**src/rtl/coffee_pkg.sv**
```systemverilog
// Shared types and helpers for the coffee order controller: state encoding,
// drink indices, prices and coin/button qualification.
package coffee_pkg;

  typedef enum logic [2:0] {
    ST_IDLE,
    ST_PAY,
    ST_DISPENSE,
    ST_CHANGE,
    ST_ERROR
  } state_t;

  localparam int DRINK_CE01 = 0;
  localparam int DRINK_CL02 = 1;
  localparam int DRINK_CC05 = 2;
  localparam int DRINK_CP10 = 3;

  localparam logic [3:0] PRICE_CE01 = 4'd1;
  localparam logic [3:0] PRICE_CL02 = 4'd2;
  localparam logic [3:0] PRICE_CC05 = 4'd5;
  localparam logic [3:0] PRICE_CP10 = 4'd10;

  function automatic logic coin_legal(input logic [3:0] val);
    return (val == 4'd1) || (val == 4'd2) || (val == 4'd5) || (val == 4'd10);
  endfunction

  function automatic logic one_hot4(input logic [3:0] val);
    return (val != 4'd0) && ((val & (val - 4'd1)) == 4'd0);
  endfunction

  // Selection is one-hot while it matters; an empty selection prices at 0.
  function automatic logic [3:0] price_of(input logic [3:0] sel);
    logic [3:0] price;
    price = 4'd0;
    if (sel[DRINK_CE01]) price = PRICE_CE01;
    else if (sel[DRINK_CL02]) price = PRICE_CL02;
    else if (sel[DRINK_CC05]) price = PRICE_CC05;
    else if (sel[DRINK_CP10]) price = PRICE_CP10;
    return price;
  endfunction

endpackage

```
**src/rtl/coffee_timer.sv**
```systemverilog
// Loadable down-counter that parks at zero; done is high while the count is zero.
module coffee_timer #(
  parameter int W = 8
) (
  input  logic         clk,
  input  logic         rst_n,
  input  logic         load,
  input  logic [W-1:0] load_val,
  output logic         done
);

  logic [W-1:0] cnt;

  always_ff @(posedge clk) begin
    if (!rst_n) cnt <= '0;
    else if (load) cnt <= load_val;
    else if (cnt != '0) cnt <= cnt - W'(1);
  end

  assign done = (cnt == '0);

endmodule

```
**src/rtl/coffee_order_controller.sv**
```systemverilog
// Order sequencer: drink selection, coin credit, dispense strobe, change/refund
// and the registered status flags consumed by the seven-segment decoder.
//
// state       | meaning
// ST_IDLE     | waiting for a single drink button
// ST_PAY      | accumulating coins, timeout running
// ST_DISPENSE | dispense strobe high for DISP_CYCLES
// ST_CHANGE   | one cycle after change pulse; clears credit and selection
// ST_ERROR    | sensor fault, held ERR_HOLD cycles and until sensors clear
module coffee_order_controller
  import coffee_pkg::*;
#(
  parameter int CREDIT_W    = 5,
  parameter int DISP_CYCLES = 8,
  parameter int PAY_TIMEOUT = 64,
  parameter int ERR_HOLD    = 16
) (
  input  logic                CLK,
  input  logic                RST_N,
  input  logic [3:0]          BTN,
  input  logic                CANCEL,
  input  logic                COIN_VALID,
  input  logic [3:0]          COIN_VAL,
  input  logic                SR_IN,
  input  logic                SP_IN,
  input  logic                SN_IN,
  output logic                S0,
  output logic                S1,
  output logic                S2,
  output logic                S3,
  output logic                ESR,
  output logic                ESP,
  output logic                ESN,
  output logic                VL,
  output logic                M,
  output logic                DISPENSE,
  output logic [CREDIT_W-1:0] CREDIT,
  output logic [CREDIT_W-1:0] CHANGE,
  output logic                CHANGE_VLD
);

  localparam int PAY_W  = $clog2(PAY_TIMEOUT + 1);
  localparam int DISP_W = $clog2(DISP_CYCLES + 1);
  localparam int HOLD_W = $clog2(ERR_HOLD + 1);

  state_t              state_q, state_n;
  logic [3:0]          sel_q, sel_n;
  logic [CREDIT_W-1:0] credit_q, credit_n;
  logic [CREDIT_W-1:0] change_q, change_n;
  logic                change_vld_q, change_vld_n;
  logic                dispense_q, dispense_n;
  logic                vl_q, vl_n;
  logic [2:0]          es_q, es_n;
  logic                m_q, m_n;

  logic                pay_load, disp_load, hold_load;
  logic                pay_done, disp_done, hold_done;
  logic                go_err, coin_taken;
  logic [2:0]          sensors;
  logic                fault;
  logic [CREDIT_W:0]   coin_sum, price_ext, amt;
  logic [CREDIT_W-1:0] base;

  assign sensors   = {SR_IN, SP_IN, SN_IN};
  assign fault     = |sensors;
  assign coin_sum  = {1'b0, credit_q} + (CREDIT_W+1)'(COIN_VAL);
  assign price_ext = (CREDIT_W+1)'(price_of(sel_q));

  always_comb begin
    state_n    = state_q;
    sel_n      = sel_q;
    credit_n   = credit_q;
    es_n       = es_q;
    base       = '0;
    dispense_n = 1'b0;
    vl_n       = vl_q && !hold_done;
    pay_load   = 1'b0;
    disp_load  = 1'b0;
    hold_load  = 1'b0;
    go_err     = 1'b0;
    coin_taken = 1'b0;

    case (state_q)
      ST_IDLE: begin
        if (one_hot4(BTN)) begin
          if (fault) go_err = 1'b1;
          else begin
            state_n  = ST_PAY;
            sel_n    = BTN;
            pay_load = 1'b1;
          end
        end
      end
      ST_PAY: begin
        if (fault) go_err = 1'b1;
        else if (CANCEL) begin
          state_n = ST_CHANGE;
          base    = credit_q;
        end else if (COIN_VALID) begin
          pay_load = 1'b1;
          if (coin_legal(COIN_VAL)) begin
            coin_taken = 1'b1;
            credit_n   = coin_sum[CREDIT_W-1:0];
            if (coin_sum >= price_ext) begin
              state_n    = ST_DISPENSE;
              dispense_n = 1'b1;
              disp_load  = 1'b1;
            end
          end else begin
            vl_n      = 1'b1;
            hold_load = 1'b1;
          end
        end else if (pay_done) begin
          vl_n      = 1'b1;
          hold_load = 1'b1;
          state_n   = ST_CHANGE;
          base      = credit_q;
        end
      end
      ST_DISPENSE: begin
        if (fault) go_err = 1'b1;
        else if (disp_done) begin
          state_n = ST_CHANGE;
          base    = credit_q - price_ext[CREDIT_W-1:0];
        end else dispense_n = 1'b1;
      end
      ST_CHANGE: begin
        state_n  = ST_IDLE;
        credit_n = '0;
        sel_n    = '0;
      end
      ST_ERROR: begin
        es_n = es_q | sensors;
        if (hold_done && !fault) begin
          state_n = ST_IDLE;
          es_n    = '0;
        end
      end
      default: state_n = ST_IDLE;
    endcase

    // Fault abort: drop everything, refund whatever credit was collected.
    if (go_err) begin
      state_n    = ST_ERROR;
      es_n       = sensors;
      hold_load  = 1'b1;
      base       = credit_q;
      credit_n   = '0;
      sel_n      = '0;
      dispense_n = 1'b0;
    end

    // Any coin not absorbed into credit rides along with this cycle's refund.
    amt          = {1'b0, base} + ((COIN_VALID && !coin_taken) ? (CREDIT_W+1)'(COIN_VAL) : '0);
    change_n     = amt[CREDIT_W] ? '1 : amt[CREDIT_W-1:0];
    change_vld_n = (amt != '0);
    m_n          = (state_n == ST_IDLE) && !vl_n && (es_n == '0);
  end

  always_ff @(posedge CLK) begin
    if (!RST_N) begin
      state_q      <= ST_IDLE;
      sel_q        <= '0;
      credit_q     <= '0;
      change_q     <= '0;
      change_vld_q <= 1'b0;
      dispense_q   <= 1'b0;
      vl_q         <= 1'b0;
      es_q         <= '0;
      m_q          <= 1'b1;
    end else begin
      state_q      <= state_n;
      sel_q        <= sel_n;
      credit_q     <= credit_n;
      change_q     <= change_n;
      change_vld_q <= change_vld_n;
      dispense_q   <= dispense_n;
      vl_q         <= vl_n;
      es_q         <= es_n;
      m_q          <= m_n;
    end
  end

  coffee_timer #(.W(PAY_W)) u_pay_timer (
    .clk(CLK), .rst_n(RST_N), .load(pay_load),
    .load_val(PAY_W'(PAY_TIMEOUT - 1)), .done(pay_done)
  );

  coffee_timer #(.W(DISP_W)) u_disp_timer (
    .clk(CLK), .rst_n(RST_N), .load(disp_load),
    .load_val(DISP_W'(DISP_CYCLES - 1)), .done(disp_done)
  );

  coffee_timer #(.W(HOLD_W)) u_hold_timer (
    .clk(CLK), .rst_n(RST_N), .load(hold_load),
    .load_val(HOLD_W'(ERR_HOLD - 1)), .done(hold_done)
  );

  assign {S3, S2, S1, S0} = sel_q;
  assign {ESR, ESP, ESN}  = es_q;
  assign VL         = vl_q;
  assign M          = m_q;
  assign DISPENSE   = dispense_q;
  assign CREDIT     = credit_q;
  assign CHANGE     = change_q;
  assign CHANGE_VLD = change_vld_q;

endmodule

```
**config.mk**
```make
export PLATFORM = sky130hd
export DESIGN_NAME = coffee_order_controller
export DESIGN_NICKNAME = d
export VERILOG_FILES = /design/src/rtl/coffee_pkg.sv /design/src/rtl/coffee_timer.sv /design/src/rtl/coffee_order_controller.sv
export SDC_FILE = /design/constraint.sdc
export NUM_CORES = 1
export LEC_CHECK = 0
export CELL_PAD_IN_SITES_DETAIL_PLACEMENT = 1
export CELL_PAD_IN_SITES_GLOBAL_PLACEMENT = 2
export CORE_ASPECT_RATIO = 1.25
export CORE_UTILIZATION = 34
export CTS_BUF_LIST = sky130_fd_sc_hd__clkbuf_4 sky130_fd_sc_hd__clkbuf_8
export CTS_CLUSTER_SIZE = 8
export DETAILED_ROUTE_END_ITERATION = 7
export PLACE_DENSITY_LB_ADDON = 0.1
export SYNTH_ARGS = -nofsm -noshare
export SYNTH_HDL_FRONTEND = slang
export SYNTH_SLANG_ARGS = --single-unit
```
**constraint.sdc**
```tcl
create_clock -name CLK -period 4.9 [get_ports CLK]
set_clock_uncertainty 0.15 [all_clocks]
set_input_delay 0.98 -clock CLK [delete_from_list [all_inputs] [get_ports CLK]]
set_output_delay 0.98 -clock CLK [all_outputs]
set_load 0.05 [all_outputs]
```
==> qor.yml, run 1 <==
timing.final.crit_share_pct: 88.1
hp-class: "flip-flop to flip-flop"
drive_gt1_share_pct: 7.57
antenna_found_initial: 0
ctsHoldBuffers: 0
worst_r2r_endpoint: "CHANGE_VLD"
ir_worst_vdd_mv: 0.199
worst_setup_hold_path_clk_slew_ns: 0.08
hold_viol: 0
ctsRootBufferMaster: "clkbuf_8"
critPathArrivalTime_ns: 4.36
wl_per_cell_um: 15.9
dr.pass1.iters: 4
wl_mm: 7.41
initial_core_util_pct: 34.9
rsz0062_at_grt: "false"
yosys.area.top_type: "dfxtp_1"
worst-slew-pin-transition_ns: 0.882
crit_start: "BTN[2]"
setup_violations: 0
max_freq_mhz: 232
syn_inst: 333
grt_max_degree: 25
grt_pass1_vias: 2567
synth_seq_area_share_pct: 29.6
portBuffers: 35
grt_overflow: 0
cp.required_ns: 4.94
cts_made_buffers: 5
cts_setup_buffers: 0
start_kind: "input pin"
die_h_um: 102
synth_cell_type_count: 63
async_flop_share_pct: 0
final_net_count: 406
holdWs_ns: 0.327
finalSetupTns_ns: 0
hold_depth: 2
core.rowCount: 36
relSlewSlack_pct: 40.8
io_pins: 36
syn_nets: 370
synth_edf_count: 0
yosysTopAreaCellShare_pct: 29.6
syn-cell-area_mm2: 0.00270
yosys_warnings: 0
grt_pass1_wl_mm: 12.4
synth_top_flop_cell: "dfxtp_1"
viasPerCell: 5.35
path_delay_family: "compound AO/OA/AOI/OAI gates"
path_cells: "clkdlybuf4s50_1, xor2_1, a211o_1, o21a_4, or3_2, nand2_1, o21ai_0, ha_1, a21o_1, a21oi_1, xor2_1, nand3_1, o31a_1"
leakage_nw: 1.31
htree_levels: 2
timing.critical_path.buf_inv: 1
hpwl_mm: 5.97
cp-end-kind: "flip-flop"
maxSlewViolCount: 0
dieArea_mm2: 0.00832
clock_sinks: 40
ff2ff_path_depth: 14
hp-start: "u_hold_timer.cnt[4]"
r2r_slack_ns: 1.31
post_cts_resized: 0
syn_to_final_growth_pct: 21.0
status: "finished, final reports clean"
cp_slowest_cell: "or3_2"
drc: 0
crit_fanout: 7
insertion_delay_ns: 0.29
ant_nets: 0
path_class: "input pin to flip-flop"
die_w_um: 81.8
yosys-top-cells-area: "dfxtp_1, ha_1, nor2_1"
fin_crit_ns: 4.32
rr_startpoint: "u_pay_timer.cnt[0]"
cts_max_path_buffers: 2
gp_congestion: 0.791
cts_tree: "done"
grt.total_usage_pct: 19.5
ys_ff_latch: 40
min_to: "u_hold_timer.cnt[4]"
path_common_cell: "xor2_1"
syn_area_per_cell_um2: 8.12
crit_path_max_incr_delay_ns: 0.52
cap_violations: 0
antenna_cells: 0
vias: 2486
core_region_area_mm2: 0.00775
power_per_cell_area_mw_per_mm2: 345
drt_iter0_markers: 50
==> power by group <==
group | internal, mW | switching [mW] | total, mW
clock network | 0.167 | 0.126 | 0.293
registers | 0.379 | 0.0465 | 0.426
logic | 0.183 | 0.226 | 0.409
==> cells in the mapped netlist, types with 2 or more instances <==
| cell | instances |
|---|---|
| nor2_1 | 42 |
| dfxtp_1 | 40 |
| a21oi_1 | 30 |
| inv_1 | 27 |
| nand2_1 | 22 |
| ha_1 | 19 |
| nor3_1 | 12 |
| o21ai_0 | 10 |
| nand3_1 | 9 |
| xnor2_1 | 9 |
| a31oi_1 | 7 |
| nor2b_1 | 7 |
| mux2i_1 | 6 |
| xor2_1 | 6 |
| nand2b_1 | 5 |
| nand3b_1 | 5 |
| or3_1 | 5 |
| a21o_1 | 4 |
| buf_2 | 4 |
| clkbuf_1 | 4 |
| a211oi_1 | 3 |
| a22oi_1 | 3 |
| and3_1 | 3 |
| fa_1 | 3 |
| nor3b_1 | 3 |
| or2_2 | 3 |
| a211o_1 | 2 |
| mux2_2 | 2 |
| nor4b_1 | 2 |
| nor4b_2 | 2 |
| o21a_1 | 2 |
==> worst reg2reg max path, delay by kind of cell, from the launching register on <==
| family | cells | cell delay (ns) |
|---|---|---|
| AO/OA/AOI/OAI | 5 | 1.16 |
| XOR/XNOR | 1 | 0.22 |
| AND/OR/NAND/NOR | 5 | 1.06 |
| adder cells (fa/ha/maj) | 2 | 0.48 |
| flip-flops | 1 | 0.32 |
| buffers and inverters | 1 | 0.08 |
==> metal layers <==
| metal | track usage, % | part of all wire [%] |
|---|---|---|
| met1 | 23.1 | 44 |
| met2 | 36.5 | 53 |
| met3 | 2.43 | 1.6 |
| met4 | 4.05 | 0.88 |
| met5 | 0 | 0 |
==> area by class of cell <==
| cell class | count | area, µm² |
|---|---|---|
| fill | 951 | 4480 |
| multi-input combinational | 257 | 1760 |
| sequential | 40 | 801 |
| timing repair buffer | 38 | 373 |
| tap | 95 | 119 |
| inverter | 27 | 101 |
| clock buffer | 6 | 82.6 |
| clock inverter | 2 | 38.8 |
==> through the flow <==
step | power [mW] | cell area [µm²] | instances | setup slack (ns) | util, %
after floorplan | 0.746 | 2700 | 333 | 1.06 | -
after global placement | 0.842 | 3150 | 457 | 0.326 | 40.6
after detailed placement | 0.848 | 3150 | 457 | 0.265 | 40.6
after CTS | 1.15 | 3270 | 465 | 0.575 | 42.2
after global routing | 1.22 | 3270 | 465 | 0.399 | 42.2
final | 1.13 | 3270 | 465 | 0.582 | 42.2
==> cell families after synthesis <==
group                      synth area share [%]
and+or+nand+nor                            26.1
DFF                                        29.6
AOI/OAI and AO/OA                          19.9
xor gates and xnor gates                   4.86
buffers and inverters                      5.46
muxes                                      3.05
adders and majority gates                  11.0
==> sequential cells by signal, summed over array words and instances, names as in the netlist, 3 cells and up <==
name,flops
CHANGE,5
CREDIT,5
es_q,3
sel_q,4
state_q,3
u_disp_timer.cnt,4
u_hold_timer.cnt,5
u_pay_timer.cnt,7
==> how the worst max path moves through the flow <==
stage,end,slack (ns),cells after the start
after global routing,CHANGE_VLD,0.40,13
after global placement,CHANGE_VLD,0.33,13
after floorplan,CHANGE_VLD,1.06,12
after CTS,CHANGE_VLD,0.58,13
after detailed placement,CHANGE_VLD,0.27,13
final,CHANGE_VLD,0.58,13
==> layout by cell type, fill, tap and decap left out, drive strengths merged, types with 5 or more instances in the layout <==
master / count
xnor2: 9
nand2b: 5
inv: 27
nand2: 22
clkbuf: 6
xor2: 6
nand3b: 5
dfxtp: 40
nor3: 13
a31oi: 7
a21oi: 30
nand3: 9
nor2: 43
mux2i: 6
clkdlybuf4s50: 35
a21o: 5
ha: 19
o21ai: 11
or3: 6
nor2b: 7
Note: power is estimated with default switching activity, not from simulation.
==> run 2, diff against run 1 <==
--- a/config.mk
+++ b/config.mk
@@ -16,3 +16,4 @@
 export SYNTH_ARGS = -nofsm -noshare
 export SYNTH_HDL_FRONTEND = slang
 export SYNTH_SLANG_ARGS = --single-unit
+export TNS_END_PERCENT = 100
==> results of run 2 <==
Same layout as run 1: the final DEF is identical, and so are final timing and power.
==> run 3, diff against run 2 <==
==> constraint.sdc (replaced) <==
create_clock -name CLK -period 4.9 [get_ports CLK]
set_clock_uncertainty 0.15 [all_clocks]
set_input_delay 0.49 -clock CLK [delete_from_list [all_inputs] [get_ports CLK]]
set_output_delay 0.49 -clock CLK [all_outputs]
set_load 0.05 [all_outputs]
==> qor.yml, run 3 (synthesis results as in run 1) <==
worstSetupEndpoint: "CHANGE[4]"
switchingPower_mw: 0.400
r2r_slack_ns: 1.30
drc: 0
crit_fanout: 7
drt_iter0_markers: 77
cp-end-kind: "flip-flop"
hold_viol: 0
placed_cell_area_mm2: 0.00313
max_freq_mhz: 259
hpwl_mm: 5.95
switching_share_pct: 37.7
finalSetupTns_ns: 0
die_w_um: 81.8
crit_start: "BTN[2]"
timing.final.crit_share_pct: 78.7
grt.total_usage_pct: 19.8
grt_pass1_vias: 2489
cp.required_ns: 4.94
dr.pass1.iters: 4
fin_ws_ns: 1.04
antenna_cells: 0
layout_commonest_cell: "nor2_1"
die_h_um: 102
grt_overflow: 0
path_class: "input pin to flip-flop"
num-fill-cells: 948
fin_area_mm2: 0.00322
io_pins: 36
ctsRootBufferMaster: "clkbuf_8"
cts_max_path_buffers: 2
cts_made_buffers: 5
fin_crit_ns: 3.86
core_region_area_mm2: 0.00775
start_kind: "input pin"
relSlewSlack_pct: 40.5
place_ws_ns: 0.745
ff2ff_path_depth: 14
power_per_cell_area_mw_per_mm2: 329
insertion_delay_ns: 0.30
cts_tree: "done"
comb_power_share_pct: 39.0
status: "finished, final reports clean"
cts_setup_buffers: 0
clkPwrFrac_pct: 21.1
hp-class: "flip-flop to flip-flop"
power_mw: 1.06
final_net_count: 404
portBuffers: 35
leakage_nw: 1.28
wl_per_cell_um: 16.1
rr_startpoint: "u_pay_timer.cnt[0]"
largest_reg_flops: 7
regMostFlops: "u_pay_timer.cnt"
worst-slew-pin-transition_ns: 0.886
clock_sinks: 40
initial_core_util_pct: 34.9
syn_to_final_growth_pct: 19.2
viasPerCell: 5.35
ctsHoldBuffers: 0
grt_pass1_wl_mm: 12.4
grt_max_degree: 25
worst_setup_hold_path_clk_slew_ns: 0.08
wl_mm: 7.48
ant_nets: 0
drive_gt1_share_pct: 7.07
vias: 2476
worst_r2r_endpoint: "CHANGE_VLD"
holdWs_ns: 0.324
maxSlewViolCount: 0
p_int_mw: 0.661
antenna_found_initial: 0
final_cell_mix: "nor2_1, dfxtp_1, clkdlybuf4s50_1"
core.rowCount: 36
rsz0062_at_grt: "false"
gp_congestion: 0.796
ir_worst_vdd_mv: 0.220
seqPwrFrac_pct: 40.0
htree_levels: 2
critPathArrivalTime_ns: 3.90
post_cts_resized: 0
setup_violations: 0
dieArea_mm2: 0.00832
cap_violations: 0
## run 3: cell count changes in the layout (fill, tap and decap cells not counted)
cell,delta
clkbuf_8,-1
bufinv_16,-1
buf_4,-2
clkinv_2,+2
## run 3: how the worst min path moves through the flow
stage / start / end / slack, ns / cells after the start
detailed placement: u_hold_timer.cnt[4] / u_hold_timer.cnt[4] / 0.32 / 2
global placement: u_hold_timer.cnt[4] / u_hold_timer.cnt[4] / 0.31 / 2
CTS: u_hold_timer.cnt[4] / u_hold_timer.cnt[4] / 0.33 / 2
finish: u_hold_timer.cnt[4] / u_hold_timer.cnt[4] / 0.32 / 2
global route: u_hold_timer.cnt[4] / u_hold_timer.cnt[4] / 0.34 / 2
floorplan: u_hold_timer.cnt[4] / u_hold_timer.cnt[4] / 0.29 / 2
## run 3: area by class of cell
type	count	area (µm²)	area share, %
Tap cell	95	119	3.69
Timing Repair Buffer	36	358	11.1
Inverter	27	101	3.15
Sequential cell	40	801	24.9
Multi-Input combinational cell	257	1760	54.5
Clock buffer	5	68.8	2.14
Clock inverter	3	18.8	0.583
## run 3: layer usage
metal  global-route usage, %  wire length, µm  vias up
met2                    36.7             3910       28
li1                        -                -     1249
met1                    22.8             3280     1190
met5                       0                0        -
met4                    6.48              131        0
met3                    2.52              149        9
## run 3: power by group through the flow
stage,clock [mW],combinational [mW],sequential [mW]
2_1_floorplan,0,0.305,0.441
3_3_place_gp,0,0.407,0.432
5_1_grt,0.245,0.473,0.434
6_report,0.224,0.414,0.424
3_5_place_dp,0,0.417,0.432
4_1_cts,0.235,0.421,0.424
## run 3: critical path, cell delays in order
cell             delay, ns
clkdlybuf4s50_1       0.51
xor2_1                0.19
a211o_1               0.40
o21a_4                0.25
or3_2                 0.52
nand2_1               0.08
o21ai_0               0.11
ha_1                  0.24
fa_1                  0.41
a21oi_1               0.15
nor2b_1               0.09
nand3b_1              0.09
a21oi_1               0.05
a311oi_1              0.31
## run 3: metrics by stage
step | util (%) | cells
after detailed placement | 40.5 | 455
final | 41.6 | 463
after global placement | 40.5 | 455
after floorplan | - | 333
after global routing | 41.6 | 463
after CTS | 41.6 | 463
